--- src/rtl/mem_pkg.sv ---
// Shared widths, depth and FSM state type for the data-memory master.
package mem_pkg;

   localparam int unsigned ADDR_W    = 14;
   localparam int unsigned DATA_W    = 32;
   localparam int unsigned MEM_DEPTH = 16;
   localparam int unsigned LEN_W     = 4;

   typedef enum logic [1:0] {IDLE, WRITE, READ, DRAIN} mem_state_t;

endpackage

--- src/rtl/data_memory_master_if.sv ---
// Request, store-data, load-data and memory-side signals of the data-memory master.
interface data_memory_master_if;
   import mem_pkg::*;

   logic              req_valid;
   logic              req_ready;
   logic              req_write;
   logic [ADDR_W-1:0] req_addr;
   logic [LEN_W-1:0]  req_len;
   logic              wr_valid;
   logic              wr_ready;
   logic [DATA_W-1:0] wr_data;
   logic              rd_valid;
   logic              rd_ready;
   logic [DATA_W-1:0] rd_data;
   logic              rd_last;
   logic              busy;
   logic              err;
   logic              mem_enable;
   logic              mem_read_enable;
   logic              mem_write_enable;
   logic [ADDR_W-1:0] mem_address;
   logic [DATA_W-1:0] mem_input_data;
   logic [DATA_W-1:0] mem_output_data;

   modport master (
      input  req_valid, req_write, req_addr, req_len, wr_valid, wr_data, rd_ready,
             mem_output_data,
      output req_ready, wr_ready, rd_valid, rd_data, rd_last, busy, err, mem_enable,
             mem_read_enable, mem_write_enable, mem_address, mem_input_data
   );

   modport slave (
      output req_valid, req_write, req_addr, req_len, wr_valid, wr_data, rd_ready,
             mem_output_data,
      input  req_ready, wr_ready, rd_valid, rd_data, rd_last, busy, err, mem_enable,
             mem_read_enable, mem_write_enable, mem_address, mem_input_data
   );

endinterface

--- src/rtl/mem_resp_fifo.sv ---
// Two-entry response FIFO for load data; each entry carries {last, data}.
module mem_resp_fifo
   import mem_pkg::*;
#(
   parameter int unsigned WIDTH = DATA_W + 1
) (
   input  logic             clk,
   input  logic             rst,
   input  logic             push,
   input  logic [WIDTH-1:0] push_data,
   input  logic             pop,
   output logic [WIDTH-1:0] pop_data,
   output logic [1:0]       count
);

   logic [WIDTH-1:0] mem_q [2];
   logic             wptr_q, rptr_q;
   logic [1:0]       count_q;

   // Upstream credit accounting guarantees no push while full.
   always_ff @(posedge clk or posedge rst) begin
      if (rst) begin
         mem_q[0] <= '0;
         mem_q[1] <= '0;
         wptr_q   <= 1'b0;
         rptr_q   <= 1'b0;
         count_q  <= 2'd0;
      end else begin
         if (push) begin
            mem_q[wptr_q] <= push_data;
            wptr_q        <= ~wptr_q;
         end
         if (pop) rptr_q <= ~rptr_q;
         count_q <= count_q + {1'b0, push} - {1'b0, pop};
      end
   end

   assign pop_data = mem_q[rptr_q];
   assign count    = count_q;

endmodule

--- src/rtl/data_memory_master.sv ---
// Burst initiator for the single-port data memory (1-cycle read latency, no backpressure).
// Define MEM_BOUNDS_CHECK_EN to reject requests that run past MEM_DEPTH with an err pulse.
module data_memory_master (
   input logic                 clk,
   input logic                 rst,
   data_memory_master_if.master bus
);
   import mem_pkg::*;

   mem_state_t        state_q, state_d;
   logic [ADDR_W-1:0] addr_q, addr_d;
   logic [LEN_W-1:0]  left_q, left_d;
   logic              rd_en_q, rd_en_d, wr_en_q, wr_en_d, en_q;
   logic [ADDR_W-1:0] mem_addr_q, mem_addr_d;
   logic [DATA_W-1:0] mem_wdata_q, mem_wdata_d;
   logic              last1_q, last1_d;
   logic              pend_q, last2_q;
   logic              err_q, err_d;
   logic [1:0]        fifo_count;
   logic [DATA_W:0]   fifo_out;
   logic              fifo_pop, idle_clear, accept, bad_req, can_issue;
   logic [2:0]        outstanding;

`ifdef MEM_BOUNDS_CHECK_EN
   logic [ADDR_W:0] end_addr;
   assign end_addr = {1'b0, bus.req_addr} + {{(ADDR_W + 1 - LEN_W){1'b0}}, bus.req_len};
   assign bad_req  = end_addr >= MEM_DEPTH[ADDR_W:0];
`else
   assign bad_req = 1'b0;
`endif

   // pend_q marks read data sitting on mem_output_data this cycle.
   assign idle_clear  = (fifo_count == 2'd0) && !rd_en_q && !pend_q;
   assign fifo_pop    = bus.rd_valid && bus.rd_ready;
   assign outstanding = {1'b0, fifo_count} + {2'b0, rd_en_q} + {2'b0, pend_q} - {2'b0, fifo_pop};
   assign can_issue   = outstanding < 3'd2;
   assign accept      = bus.req_valid && bus.req_ready;

   always_comb begin
      state_d     = state_q;
      addr_d      = addr_q;
      left_d      = left_q;
      rd_en_d     = 1'b0;
      wr_en_d     = 1'b0;
      mem_addr_d  = mem_addr_q;
      mem_wdata_d = mem_wdata_q;
      last1_d     = 1'b0;
      err_d       = 1'b0;
      unique case (state_q)
         IDLE: begin
            if (accept) begin
               if (bad_req) begin
                  err_d = 1'b1;
               end else if (bus.req_write) begin
                  state_d = WRITE;
                  addr_d  = bus.req_addr;
                  left_d  = bus.req_len;
               end else begin
                  // First read goes out on the accept edge itself.
                  rd_en_d    = 1'b1;
                  mem_addr_d = bus.req_addr;
                  addr_d     = bus.req_addr + 1'b1;
                  last1_d    = (bus.req_len == '0);
                  left_d     = bus.req_len - 1'b1;
                  state_d    = (bus.req_len == '0) ? DRAIN : READ;
               end
            end
         end
         WRITE: begin
            if (bus.wr_valid) begin
               wr_en_d     = 1'b1;
               mem_addr_d  = addr_q;
               mem_wdata_d = bus.wr_data;
               addr_d      = addr_q + 1'b1;
               left_d      = left_q - 1'b1;
               if (left_q == '0) state_d = IDLE;
            end
         end
         READ: begin
            if (can_issue) begin
               rd_en_d    = 1'b1;
               mem_addr_d = addr_q;
               addr_d     = addr_q + 1'b1;
               last1_d    = (left_q == '0);
               left_d     = left_q - 1'b1;
               if (left_q == '0) state_d = DRAIN;
            end
         end
         DRAIN: begin
            if (idle_clear) state_d = IDLE;
         end
         default: state_d = IDLE;
      endcase
   end

   always_ff @(posedge clk or posedge rst) begin
      if (rst) begin
         state_q     <= IDLE;
         addr_q      <= '0;
         left_q      <= '0;
         rd_en_q     <= 1'b0;
         wr_en_q     <= 1'b0;
         en_q        <= 1'b0;
         mem_addr_q  <= '0;
         mem_wdata_q <= '0;
         last1_q     <= 1'b0;
         pend_q      <= 1'b0;
         last2_q     <= 1'b0;
         err_q       <= 1'b0;
      end else begin
         state_q     <= state_d;
         addr_q      <= addr_d;
         left_q      <= left_d;
         rd_en_q     <= rd_en_d;
         wr_en_q     <= wr_en_d;
         en_q        <= rd_en_d | wr_en_d;
         mem_addr_q  <= mem_addr_d;
         mem_wdata_q <= mem_wdata_d;
         last1_q     <= last1_d;
         pend_q      <= rd_en_q;
         last2_q     <= last1_q;
         err_q       <= err_d;
      end
   end

   mem_resp_fifo #(
      .WIDTH(DATA_W + 1)
   ) u_resp_fifo (
      .clk      (clk),
      .rst      (rst),
      .push     (pend_q),
      .push_data({last2_q, bus.mem_output_data}),
      .pop      (fifo_pop),
      .pop_data (fifo_out),
      .count    (fifo_count)
   );

   assign bus.req_ready        = (state_q == IDLE) && idle_clear;
   assign bus.wr_ready         = (state_q == WRITE);
   assign bus.rd_valid         = (fifo_count != 2'd0);
   assign bus.rd_data          = fifo_out[DATA_W-1:0];
   assign bus.rd_last          = fifo_out[DATA_W];
   assign bus.busy             = (state_q != IDLE) || !idle_clear;
   assign bus.err              = err_q;
   assign bus.mem_enable       = en_q;
   assign bus.mem_read_enable  = rd_en_q;
   assign bus.mem_write_enable = wr_en_q;
   assign bus.mem_address      = mem_addr_q;
   assign bus.mem_input_data   = mem_wdata_q;

endmodule

--- src/flat_wrapper.sv ---
// flat-port wrapper written by rule: the top's interface ports become plain ports
module data_memory_master_flat import mem_pkg::*;
  (clk, rst, bus_req_valid, bus_req_write, bus_req_addr, bus_req_len, bus_wr_valid, bus_wr_data, bus_rd_ready, bus_mem_output_data, bus_req_ready, bus_wr_ready, bus_rd_valid, bus_rd_data, bus_rd_last, bus_busy, bus_err, bus_mem_enable, bus_mem_read_enable, bus_mem_write_enable, bus_mem_address, bus_mem_input_data);
  data_memory_master_if bus_i ();
  input logic clk;
  input logic rst;
  input wire logic [$bits(bus_i.req_valid)-1:0] bus_req_valid;
  input wire logic [$bits(bus_i.req_write)-1:0] bus_req_write;
  input wire logic [$bits(bus_i.req_addr)-1:0] bus_req_addr;
  input wire logic [$bits(bus_i.req_len)-1:0] bus_req_len;
  input wire logic [$bits(bus_i.wr_valid)-1:0] bus_wr_valid;
  input wire logic [$bits(bus_i.wr_data)-1:0] bus_wr_data;
  input wire logic [$bits(bus_i.rd_ready)-1:0] bus_rd_ready;
  input wire logic [$bits(bus_i.mem_output_data)-1:0] bus_mem_output_data;
  output wire logic [$bits(bus_i.req_ready)-1:0] bus_req_ready;
  output wire logic [$bits(bus_i.wr_ready)-1:0] bus_wr_ready;
  output wire logic [$bits(bus_i.rd_valid)-1:0] bus_rd_valid;
  output wire logic [$bits(bus_i.rd_data)-1:0] bus_rd_data;
  output wire logic [$bits(bus_i.rd_last)-1:0] bus_rd_last;
  output wire logic [$bits(bus_i.busy)-1:0] bus_busy;
  output wire logic [$bits(bus_i.err)-1:0] bus_err;
  output wire logic [$bits(bus_i.mem_enable)-1:0] bus_mem_enable;
  output wire logic [$bits(bus_i.mem_read_enable)-1:0] bus_mem_read_enable;
  output wire logic [$bits(bus_i.mem_write_enable)-1:0] bus_mem_write_enable;
  output wire logic [$bits(bus_i.mem_address)-1:0] bus_mem_address;
  output wire logic [$bits(bus_i.mem_input_data)-1:0] bus_mem_input_data;
  assign bus_i.req_valid = bus_req_valid;
  assign bus_i.req_write = bus_req_write;
  assign bus_i.req_addr = bus_req_addr;
  assign bus_i.req_len = bus_req_len;
  assign bus_i.wr_valid = bus_wr_valid;
  assign bus_i.wr_data = bus_wr_data;
  assign bus_i.rd_ready = bus_rd_ready;
  assign bus_i.mem_output_data = bus_mem_output_data;
  assign bus_req_ready = bus_i.req_ready;
  assign bus_wr_ready = bus_i.wr_ready;
  assign bus_rd_valid = bus_i.rd_valid;
  assign bus_rd_data = bus_i.rd_data;
  assign bus_rd_last = bus_i.rd_last;
  assign bus_busy = bus_i.busy;
  assign bus_err = bus_i.err;
  assign bus_mem_enable = bus_i.mem_enable;
  assign bus_mem_read_enable = bus_i.mem_read_enable;
  assign bus_mem_write_enable = bus_i.mem_write_enable;
  assign bus_mem_address = bus_i.mem_address;
  assign bus_mem_input_data = bus_i.mem_input_data;
  data_memory_master u_core (.clk(clk), .rst(rst), .bus(bus_i));
endmodule
--- config.mk ---
export PLATFORM = sky130hd
export DESIGN_NAME = data_memory_master_flat
export DESIGN_NICKNAME = d
export VERILOG_FILES = /design/src/rtl/mem_pkg.sv /design/src/rtl/data_memory_master_if.sv /design/src/rtl/mem_resp_fifo.sv /design/src/rtl/data_memory_master.sv /design/src/flat_wrapper.sv
export SDC_FILE = /design/constraint.sdc
export NUM_CORES = 1
export LEC_CHECK = 0
export CAP_MARGIN = 25
export CORE_MARGIN = 4
export CORE_UTILIZATION = 37
export DETAILED_ROUTE_END_ITERATION = 7
export GPL_TIMING_DRIVEN = 1
export PLACE_DENSITY_LB_ADDON = 0.3
export SYNTH_ARGS = -nofsm -noshare
export SYNTH_HDL_FRONTEND = slang
export SYNTH_SLANG_ARGS = --single-unit
--- constraint.sdc ---
create_clock -name clk -period 4.7 [get_ports clk]
set_input_delay 0.47 -clock clk [delete_from_list [all_inputs] [get_ports clk]]
set_output_delay 0.47 -clock clk [all_outputs]
set_load 0.02 [all_outputs]
=== Word level (Yosys, flattened, before mapping) ===
Index checks and enable logic that the tools add are counted.
W data, S select, Z words.

* Flip-flop bits (word level): 142
* Output and inout port bits: 87
* Logic and storage cells: 105

* $add $sub $neg: 9
* $lt $le $gt $ge: 4
* Equality and inequality tests: 10
* Multiplexer cells: 40
* Bitwise gates (word level): 5
* Reductions and logical operators: 21

{| class="wikitable"
|+ Operator list
! operator !! number
|-
| $mux W33 || 4
|-
| $mux W14 || 8
|-
| $pmux W14 S3 || 2
|-
| $bwmux W66 || 1
|-
| $demux W33 S1 || 1
|-
| $add A14 B1 Y14 const B || 2
|-
| $mux W4 || 4
|-
| $mux W2 || 7
|-
| $pmux W4 S3 || 1
|-
| $ne A2 B1 Y1 const B || 5
|-
| $mux W1 || 9
|-
| $logic_not A4 Y1 || 2
|-
| $pmux W2 S4 || 1
|-
| $sub A4 B1 Y4 const B || 2
|-
| $logic_and A1 B1 Y1 || 6
|-
| $reduce_and A6 Y1 || 1
|-
| $reduce_and A5 Y1 || 1
|-
| $eq A2 B2 Y1 const B || 2
|-
| $ge A2 B2 Y1 const B || 2
|-
| $logic_not A2 Y1 || 2
|-
| $ne A2 B2 Y1 const B || 2
|-
| $not A1 Y2 || 2
|-
| $pmux W1 S2 || 2
|-
| $reduce_and A4 Y1 || 1
|-
| other kinds (15) || 19
|}

=== Longest topological paths before layout ===
* Depth in word-level cells: 8
* Gate-level depth with buffers: 13
* Mapped depth without buffers: 12

=== By module ===
Synthesis repeated with hierarchy kept, for this count alone.

* Cells, all modules: 542
* Area, all modules: 7059.3 um^2

{| class="wikitable"
|+ Modules (own cells, without submodules)
! module !! instances !! cells each !! area each (um^2)
|-
| data_memory_master || 1 || 351 || 3868.7
|-
| mem_resp_fifo || 1 || 191 || 3190.6
|}

=== Worst setup path after synthesis ===
Ideal clock, no wire load.

* Path kind: reg-to-reg
* Start point: register u_core.u_resp_fifo.count_q[1] (netlist: u_core.u_resp_fifo.count[1])
* End point: register u_core.mem_addr_q[0] (netlist: u_core.bus.mem_address[0])
* Data arrival time: 3.380 ns
* Data required time: 4.575 ns
* Setup slack: 1.195 ns
* Stages on the path, launching flop included: 13
* Buffers on the path: 1
* Clock period less this slack: 3.505 ns
* Path through: dfrtp_1 or2_2 and2_1 ha_1 inv_1 ha_1 a21oi_1 fa_1 xor2_1 a2111oi_4 nand2_2 buf_6 mux2_4

* Elaborated cells between the ends (all ways): 14
* Those cells by class: add/sub: 3; order compare: 1; eq/ne: 2; reduce/logical: 8

{| class="wikitable"
|+ RTL lines
! item !! RTL line !! text
|-
| start: declaration || mem_resp_fifo.sv:18 || <nowiki>logic [1:0] count_q;</nowiki>
|-
| start signal: assignment || mem_resp_fifo.sv:34 || <nowiki>count_q <= count_q + {1'b0, push} - {1'b0, pop};</nowiki>
|-
| $reduce_bool A2 Y1 || data_memory_master.sv:140 || <nowiki>assign bus.rd_valid = (fifo_count != 2'd0);</nowiki>
|-
| net bus_rd_valid || flat_wrapper.sv:17 || <nowiki>output wire logic [$bits(bus_i.rd_valid)-1:0] bus_rd_valid;</nowiki>
|-
| $logic_and A1 B1 Y1 || data_memory_master.sv:34 || <nowiki>assign fifo_pop = bus.rd_valid && bus.rd_ready;</nowiki>
|-
| net u_core.fifo_pop || data_memory_master.sv:21 || <nowiki>logic fifo_pop, idle_clear, accept, bad_req, can_issue;</nowiki>
|-
| $sub A3 B1 Y3 || data_memory_master.sv:35 || <nowiki>assign outstanding = {1'b0, fifo_count} + {2'b0, rd_en_q} + {2'b0, pend_q} - {2'b0, fifo_pop};</nowiki>
|-
| $lt A3 B2 Y1 || data_memory_master.sv:36 || <nowiki>assign can_issue = outstanding < 3'd2;</nowiki>
|-
| $ne A2 B1 Y1 (no line) || n/a ||
|-
| $reduce_and A5 Y1 (no line) || n/a ||
|-
| end signal: assignment || data_memory_master.sv:117 || <nowiki>mem_addr_q <= mem_addr_d;</nowiki>
|-
| end: declaration || data_memory_master.sv:14 || <nowiki>logic [ADDR_W-1:0] mem_addr_q, mem_addr_d;</nowiki>
|}

The timed path passes the listed nets, and every way through them passes these cells.
A chain may end at the register's enable or synchronous reset.

=== Worst setup path after layout ===
* Start point: register u_core.u_resp_fifo.count_q[1] (netlist: u_core.u_resp_fifo.count[1])
* End point: register u_core.addr_q[6]

* Elaborated cells between the ends (all ways): 14
* Those cells by class: add/sub: 3; order compare: 1; eq/ne: 2; reduce/logical: 8

{| class="wikitable"
|+ RTL lines
! item !! RTL line !! text
|-
| $reduce_bool A2 Y1 || data_memory_master.sv:140 ||
|-
| $logic_and A1 B1 Y1 || data_memory_master.sv:34 ||
|-
| net u_core.fifo_pop || data_memory_master.sv:21 ||
|-
| $sub A3 B1 Y3 || data_memory_master.sv:35 ||
|-
| $lt A3 B2 Y1 || data_memory_master.sv:36 ||
|-
| $ne A2 B1 Y1 (no line) || n/a ||
|-
| $reduce_and A4 Y1 (no line) || n/a ||
|-
| end signal: assignment || data_memory_master.sv:112 || <nowiki>addr_q <= addr_d;</nowiki>
|-
| end: declaration || data_memory_master.sv:11 || <nowiki>logic [ADDR_W-1:0] addr_q, addr_d;</nowiki>
|}

The timed path passes the listed nets, and every way through them passes these cells.

==> metrics <==
Max Clock Skew=0.01113 ns; Root Buffer=clkbuf_16; Max-cap violations=0; Setup CP Type=reg2reg; Clock transition at path regs=0.07 ns; end point of the critical path=u_core.addr_q[6]; # IOs=approximately 180; Rows=49; Worst R2R Path Depth=12; Slew Viols, Final=0; Syn Nets=640; CTS sink cnt=~140; Crit Path Max Fanout=21; number of synthesized flops with an enable pin=0; Num CTS Buffers=17; CTS tree=built; Die ar.=20,940 um^2; synthesized area=just under 7000 um^2; fin crit share=0.8139; setup TNS=0 ns; commonest non-fill, non-tap cells in the layout=173 x clkdlybuf4s50_1, 145 x mux2_2, 142 x dfrtp_1; source of the worst hold timing path=u_core.last1_q; grt total ovfl=0; first-pass GRT wire length=~25,000 um; Post-Route WL=16,190 um; cell count after synthesis=between 500 and 600; Horiz. Die Dim=about 140 um; Internal Pwr Total=4.772 mW; # port buffers=173; Hold Path Class=reg2reg; Critical Path RT=5.01 ns; Netlist cell types=55; latest clock arrival within the worst-skew pair=0.42 ns; layout cell share with drive strength beyond 1=0.3007; final setup vio count=0; H-Tree Depth=4; antenna viol nets, final=0; mean routed wirelength per cell=16.97 um; Synth async-reset ratio=1.000; P&R area growth vs syn=37.33%; pwr dens=808.2 nW/um^2; maximum VDD drop=0.4939 mV; final hold viol count=0; vias in the first global route=5,012; Worst Setup Start Kind=flop; synth warn=0; Leak=3.972 nW; GP Congestion=between 0.8 and 0.9; Period minus WS final=3.825 ns; vias post-DR=between 4,000 and 5,000; Final Non-Filler Cells=~950; Global Route Usage Sum=0.1526; WP data arrival=4.14 ns; sw power=about 2.9 mW; placed insts=921; reg-to-reg slack, setup=0.87 ns; TritonRoute pass-1 iters=4; RSZ-0062 raised after global routing=no; CTS-repair resized insts=0; maximum root-to-sink buffer count=2; most common cell after layout, fill and taps aside=clkdlybuf4s50_1; Initial DRC Count=~250; top_reg_cell synth=dfrtp_1; Final nets=814; antenna violations before repair=0; worst rel slew slack=0.4725; diode count=0; Setup WS pre-CTS=0.7860 ns; crit end category=flop; combinational power share=0.533; sequential share of power=0.292; Post-DP HPWL=11,570 um; Reg-to-Reg End=u_core.addr_q[6]; hold slack=about 0.35 ns; initial core utilization=0.3810; PnR Total Power=around 7.7 mW; Setup Buffers After CTS=0; clock power share=0.175; Least-Margin Pin Slew=between 0.7 and 0.8 ns; worst flop-to-flop path startpoint=u_core.u_resp_fifo.count[1]; Core ar.=18,150 um^2; final worst setup slack=0.8745 ns; #FFs+latches synth=142; cts hold-fix bufs=0; sw frac=0.3781; status=complete, no violations; vias per cell=between 5 and 6; Synth Area per Inst=12.85 um^2; Post-route DRC=0; f_max=261.4 MHz; Die H=between 100 and 150 um; sequential area share after synthesis=0.5139; crit path from=u_core.u_resp_fifo.count[1]; largest net degree at the start of global routing=80
## worst max-delay path, cell delays in order (launching register included)
cell and delay, ns:
dfrtp_1 0.47, or2_2 0.32, and2_1 0.18, ha_1 0.28, inv_1 0.05, ha_1 0.27
a21oi_1 0.08, fa_1 0.45, xor2_1 0.21, a2111oi_4 0.55, and2_2 0.53, nand2_1 0.09
a22o_1 0.24
## final cells by class
type                            count  area, um^2
Tap cell                          229       286.5
Clock buffer                       17       425.4
Sequential cell                   142        3553
Inverter                           21       83.83
Multi-Input combinational cell    349        3157
Timing Repair Buffer              181        1824
Clock inverter                     15       165.2
Fill cell                        1531        8652
## synthesized netlist by cell type (4+ instances only)
cell type | instances | area (um^2)
mux2_2 | 145 | 1633
dfrtp_1 | 142 | 3553
nand2_1 | 26 | 97.59
inv_1 | 21 | 78.83
o21ai_0 | 18 | 90.09
clkbuf_1 | 15 | 56.30
a21oi_1 | 13 | 65.06
ha_1 | 13 | 162.7
nor2_1 | 13 | 48.80
xnor2_1 | 12 | 105.1
mux2_4 | 10 | 150.1
nand4_1 | 9 | 56.30
nand3_1 | 8 | 40.04
xor2_1 | 8 | 70.07
buf_1 | 6 | 22.52
nand2b_1 | 6 | 37.54
o22ai_1 | 6 | 37.54
a21oi_2 | 5 | 43.79
a2bb2oi_2 | 4 | 60.06
nor4_1 | 4 | 25.02
## per-layer routing
layer  up-vias  GRT usage  share of wire
met5         -          0              0
met4         0    0.03731         0.0090
met3        16    0.04634          0.063
met2       144     0.2512           0.48
met1      2398     0.1985           0.44
li1       2264          -              -
## power by group through the flow
stage	Sequential [mW]	Clock, mW	Combinational, mW
2_1_floorplan	2.40	0	2.56
3_3_place_gp	2.22	0	3.98
3_5_place_dp	2.26	0	4.10
4_1_cts	2.25	1.38	4.11
5_1_grt	2.32	1.43	4.40
6_report	2.24	1.34	4.09
## state kept, by name, indices dropped and copies added (netlist names)
register / count
u_core.u_resp_fifo.mem_q: 66
u_core.bus.mem_input_data: 32
u_core.addr_q: 14
u_core.bus.mem_address: 14
u_core.left_q: 4
u_core.state_q: 2
u_core.u_resp_fifo.count: 2
u_core.bus.mem_enable: 1
u_core.bus.mem_read_enable: 1
u_core.bus.mem_write_enable: 1
u_core.last1_q: 1
u_core.last2_q: 1
u_core.pend_q: 1
u_core.u_resp_fifo.rptr_q: 1
u_core.u_resp_fifo.wptr_q: 1
## through the flow
step | utilization | area (um^2)
after floorplan | - | 6914
after global placement | 0.4881 | 8857
after detailed placement | 0.4896 | 8885
after CTS | 0.5221 | 9475
after global routing | 0.5232 | 9495
final | 0.5232 | 9495
## worst min-delay path by stage
stage / end / slack (ns) / cells past startpoint
5_1_grt: u_core.last2_q / 0.37 / 0
3_5_place_dp: u_core.last2_q / 0.34 / 0
4_1_cts: u_core.last2_q / 0.35 / 0
3_3_place_gp: u_core.last2_q / 0.34 / 0
2_1_floorplan: u_core.last2_q / 0.33 / 0
6_report: u_core.last2_q / 0.35 / 0
## logic make-up (layout without fill, tap and decap cells)
family          count (synthesis)  in the layout  synth area share
compound gates                 63             63           0.06804
xor+xnor                       20             20           0.02534
fa+ha+maj                      14             14           0.02642
buf+inv                        47            234           0.02986
flops                         142            142            0.5139
mux                           160            160            0.2655
other cells                     1              1         0.0005424
simple gates                   91             91           0.07039
No activity file was read; power rests on OpenSTA's default activity.
